--- config.mk ---
export PLATFORM = sky130hd
export DESIGN_NAME = clk_gate_ctrl
export DESIGN_NICKNAME = d
export VERILOG_FILES = /design/src/rtl/clk_gate_ctrl.sv
export SDC_FILE = /design/constraint.sdc
export NUM_CORES = 1
export LEC_CHECK = 0
export CAP_MARGIN = 20
export CORE_ASPECT_RATIO = 0.75
export CORE_MARGIN = 4
export CORE_UTILIZATION = 46
export CTS_CLUSTER_DIAMETER = 100
export DETAILED_ROUTE_END_ITERATION = 16
export PLACE_DENSITY = 0.78
export SLEW_MARGIN = 15
export SYNTH_ARGS = -nofsm -noshare
export SYNTH_HDL_FRONTEND = slang
export SYNTH_SLANG_ARGS = --single-unit
--- constraint.sdc ---
create_clock -name clk -period 2.6 [get_ports clk]
set_input_delay 0.39 -clock clk [delete_from_list [all_inputs] [get_ports clk]]
set_output_delay 0.39 -clock clk [all_outputs]
set_load 0.01 [all_outputs]
--- src/rtl/clk_gate_ctrl.sv ---
// Enable controller for an integrated clock-gate cell: gates the downstream clock after a
// programmable idle run, restarts it on activity or wake request, and acknowledges after settling.
module clk_gate_ctrl #(
    parameter int IDLE_W   = 8,
    parameter int WAKE_CYC = 2
) (
    input  logic              clk,
    input  logic              rst,
    input  logic              cfg_auto_en,
    input  logic [IDLE_W-1:0] cfg_idle_thresh,
    input  logic              busy,
    input  logic              wake_req,
    input  logic              force_on,
    input  logic              test_mode,
    output logic              gate_en,
    output logic              gate_se,
    output logic              gated,
    output logic              wake_ack,
    output logic [1:0]        dbg_state,
    output logic [IDLE_W-1:0] dbg_idle_cnt
);

    localparam int WCW = (WAKE_CYC > 1) ? $clog2(WAKE_CYC) : 1;
    localparam logic [WCW-1:0] WAKE_LAST = WCW'(WAKE_CYC - 1);

    typedef enum logic [1:0] {
        RUN   = 2'd0,
        GATED = 2'd1,
        WAKE  = 2'd2
    } state_t;

    state_t            state, state_nxt;
    logic [IDLE_W-1:0] idle_cnt, idle_cnt_nxt;
    logic [WCW-1:0]    wake_cnt, wake_cnt_nxt;
    logic              wake_ack_nxt;
    logic              idle;
    logic              activity;

    assign idle = !busy && !wake_req && !force_on && !test_mode && cfg_auto_en &&
                  (cfg_idle_thresh != '0);
    assign activity = busy || wake_req || force_on || test_mode;

    // Scan enable must follow test_mode without a register in between.
    assign gate_se      = test_mode;
    assign dbg_state    = state;
    assign dbg_idle_cnt = idle_cnt;

    always_comb begin
        state_nxt    = state;
        idle_cnt_nxt = idle_cnt;
        wake_cnt_nxt = wake_cnt;
        wake_ack_nxt = 1'b0;
        unique case (state)
            RUN: begin
                wake_cnt_nxt = '0;
                // >= so a threshold lowered below the running count gates on the next idle cycle
                if (!idle) begin
                    idle_cnt_nxt = '0;
                end else if (idle_cnt >= cfg_idle_thresh - IDLE_W'(1)) begin
                    state_nxt    = GATED;
                    idle_cnt_nxt = '0;
                end else if (idle_cnt != '1) begin
                    idle_cnt_nxt = idle_cnt + IDLE_W'(1);
                end
                if (wake_req && !wake_ack) begin
                    wake_ack_nxt = 1'b1;
                end
            end
            GATED: begin
                if (activity) begin
                    state_nxt    = WAKE;
                    wake_cnt_nxt = '0;
                end
            end
            WAKE: begin
                // Settle time always runs to completion; inputs only matter on the last count.
                if (wake_cnt == WAKE_LAST) begin
                    state_nxt    = RUN;
                    wake_cnt_nxt = '0;
                    wake_ack_nxt = wake_req;
                end else begin
                    wake_cnt_nxt = wake_cnt + WCW'(1);
                end
            end
            default: begin
                state_nxt = RUN;
            end
        endcase
    end

    always_ff @(posedge clk or posedge rst) begin
        if (rst) begin
            state    <= RUN;
            idle_cnt <= '0;
            wake_cnt <= '0;
            gate_en  <= 1'b1;
            gated    <= 1'b0;
            wake_ack <= 1'b0;
        end else begin
            state    <= state_nxt;
            idle_cnt <= idle_cnt_nxt;
            wake_cnt <= wake_cnt_nxt;
            gate_en  <= (state_nxt != GATED);
            gated    <= (state_nxt == GATED);
            wake_ack <= wake_ack_nxt;
        end
    end

endmodule

==> results.sh <==
export IMPL_netlist_area_sq_um=1000
export IMPL_synth_warning_count=0
export IMPL_core_area_sq_um=2050
export IMPL_reg2reg_depth=8
export IMPL_syn_area_per_cell_sq_um=9.13
export IMPL_combPwrFrac_pct=20.0
export IMPL_diodes=0
export IMPL_slew_headroom_pct=53.6
export IMPL_drive_gt1_share_pct=29.3
export IMPL_hold_buffers=0
export IMPL_io_pins=29
export IMPL_post_route_period_util_pct=97.2
export IMPL_yosys_area_share_simple_pct=23.9
export IMPL_power_frac_seq_pct=46.2
export IMPL_critPathLaunchType="primary input"
export IMPL_r2r_end="dbg_idle_cnt[2]"
export IMPL_ys_ff_latch=14
export IMPL_required_ns=2.82
export IMPL_syn_to_final_growth_pct=53.5
export IMPL_p_clk_share_pct=33.8
export IMPL_gp_congestion=0.832
export IMPL_synth_common_cells="dfrtp_1 (13), nand2_1 (12), nor2_1 (12), ha_1 (11), a21oi_1 (10)"
export IMPL_r2r_slack_ns=0.36
export IMPL_skew_ns=0.00539
export IMPL_status="finished clean"
export IMPL_grt_pass1_vias=977
export IMPL_synthCells=110
export IMPL_detail_route_antenna_nets=0
export IMPL_worst_r2r_startpoint="dbg_idle_cnt[0]"
export IMPL_critPathKind="primary input to register"
export IMPL_grt_usage_pct=19.3
export IMPL_end_kind="register"
export IMPL_critPathArrivalTime_ns=2.74
export IMPL_routed_wl_um=2680
export IMPL_initial_core_util_pct=49.0
export IMPL_yosys_top_cells_area="dfrtp_1 (32%), ha_1 (14%), xnor2_1 (7.0%), a21oi_1 (5.0%), nand2_1 (4.5%)"
export IMPL_vias_per_cell=5.58
export IMPL_drcViolationCount=0
export IMPL_p_leak_nw=0.633
export IMPL_synthMuxAreaShare_pct=0
export IMPL_dr_pass1_iters=4
export IMPL_synth_compound_area_share_pct=14.9
export IMPL_die_h_um=48.5
export IMPL_place_area_sq_um=1410
export IMPL_cts_buffers=3
export IMPL_maxCapViolations=0
export IMPL_p_int_mw=0.357
export IMPL_cts_path_max_buffers=2
export IMPL_synth_top_family_by_area="simple AND/OR/NAND/NOR gates"
export IMPL_tritoncts="done"
export IMPL_grt_pass1_wl_um=4390
export IMPL_htreeDepth=1
export IMPL_async_flop_share_pct=100
export IMPL_slew_violations=0
export IMPL_vias=1010
export IMPL_setup_viol=0
export IMPL_place_hpwl_um=2030
export IMPL_cts_sinks=14
export IMPL_yosys_area_top_type="dfrtp_1"
export IMPL_stdcell_area_sq_um=1540
export IMPL_utilization_pct=75.3
export IMPL_synthAdderAreaFrac_pct=13.7
export IMPL_pwr_density_cell_nw_per_um2=312
export IMPL_wl_per_cell_um=14.8
export IMPL_hp_class="primary input to asynchronous set/reset pin"
export IMPL_antenna_found_initial=0
export IMPL_ir_worst_vdd_uv=320
export IMPL_die_w_um=62.0
export IMPL_yosysTopAreaCellShare_pct=32.4
export IMPL_rows=14
export IMPL_clk_latency_ns=0.29
export IMPL_grt_max_degree=15
export IMPL_synth_cell_types=31
export IMPL_switching_power_mw=0.124
export IMPL_finalNetCount=184
export IMPL_grt_overflow=0
export IMPL_synth_edf_count=0
export IMPL_timing_fmax_mhz=396
export IMPL_seq_area_frac_synth_pct=35.0
export IMPL_hold_viol_final=0
export IMPL_tightest_slew_ns=0.690
export IMPL_finalCriticalPeriod_ns=2.53
export IMPL_fill_cells=149
export IMPL_clk_pin_slew_worst_paths_ns=0.09
export IMPL_cts_root_buf="clkbuf_4"
export IMPL_switching_share_pct=25.7
export IMPL_port_buffers=28
export IMPL_drt_initial_drc_count=27
export IMPL_synth_nets=136
export IMPL_hold_worst_slack_ns=0.439
export IMPL_yosysMostFrequentCell="dfrtp_1"
export IMPL_synth_flop_cell="dfrtp_1"
export IMPL_crit_fanout=2
export IMPL_dieArea_sq_um=3000
export IMPL_synthXorXnorAreaFrac_pct=8.72
[power by group through the flow]
stage	clock network (mW)	registers (mW)	logic [mW]
5_1_grt	0.174	0.223	0.106
3_5_place_dp	0	0.226	0.0890
6_report	0.163	0.222	0.0962
3_3_place_gp	0	0.226	0.0867
2_1_floorplan	0	0.226	0.0358
4_1_cts	0.163	0.222	0.0941
[registers in the layout, summed over array words and instances (netlist names)]
register	count
gated	1
dbg_state	2
gate_en	1
dbg_idle_cnt	8
wake_ack	1
wake_cnt	1
[cell usage in the layout (no fill, tap or decap), types with 3 or more instances in the layout]
cell type        netlist  layout
clkdlybuf4s50_1        0      22
nor2_1                12      11
dfrtp_1               13      13
clkbuf_2               0       3
nand2_1               12      12
clkbuf_4               0       3
nand3_1                4       4
a21oi_2                0       3
xnor2_1                8       8
a21oi_1               10       7
inv_1                  6       4
buf_4                  1      16
ha_1                  11      10
[metrics by stage]
step | power, mW | setup slack (ns) | cells | setup TNS (ns)
6_report | 0.481 | 0.0741 | 181 | 0
5_1_grt | 0.503 | -0.0572 | 181 | -0.0589
4_1_cts | 0.479 | 0.00449 | 180 | 0
3_5_place_dp | 0.315 | -0.523 | 174 | -5.52
3_3_place_gp | 0.313 | -0.447 | 174 | -4.63
2_1_floorplan | 0.262 | 0.0374 | 110 | 0
[kinds of logic after synthesis]
logic type,Yosys count
simple gates,45
compound gates,21
flops,14
fa+ha+maj,11
xor+xnor,10
buf+inv,9
[worst max path at each step]
stage	startpoint	endpoint	slack, ns	depth (start not counted)
after floorplan	cfg_idle_thresh[5]	gate_en	0.04	9
after global placement	cfg_idle_thresh[5]	dbg_idle_cnt[6]	-0.45	12
after detailed placement	cfg_idle_thresh[5]	dbg_idle_cnt[2]	-0.52	11
after CTS	cfg_idle_thresh[2]	dbg_idle_cnt[0]	0.004	13
after global routing	cfg_idle_thresh[1]	dbg_idle_cnt[2]	-0.06	13
final	cfg_idle_thresh[0]	dbg_idle_cnt[2]	0.07	14
[area by class of cell]
cell class | instances | area [sq um] | area share, %
inverters | 6 | 22.5 | 1.46
well taps | 24 | 30.0 | 1.95
flip-flops and latches | 14 | 352 | 22.8
repair buffers | 46 | 407 | 26.4
multi-input cells | 87 | 696 | 45.1
clock buffers | 4 | 36.3 | 2.35
[repair_timing]
item                                    4_1_cts  5_1_grt
resized for setup                            18       16
endpoints found under the hold margin         0        0
pin swaps                                     9        9
buffers inserted                              3        2
endpoints found under the setup margin       11       11
[per-layer routing]
metal | up-vias | wire length [um] | GRT usage, %
met5 | - | 0 | 0
met4 | 0 | 74 | 4.59
met3 | 13 | 179 | 6.91
met2 | 43 | 1250 | 29.8
met1 | 466 | 1170 | 25.3
li1 | 488 | - | -
[worst max-delay path, stage by stage]
cell           delay [ns]
dlygate4sd2_1        0.25
inv_2                0.07
ha_4                 0.12
inv_1                0.05
or3_2                0.41
xor2_1               0.15
ha_1                 0.28
nand4_1              0.12
a21oi_2              0.06
buf_4                0.15
a211oi_4             0.29
nor3_4               0.07
buf_4                0.16
nor3_2               0.17
Note: power is estimated with default switching activity, not from simulation.
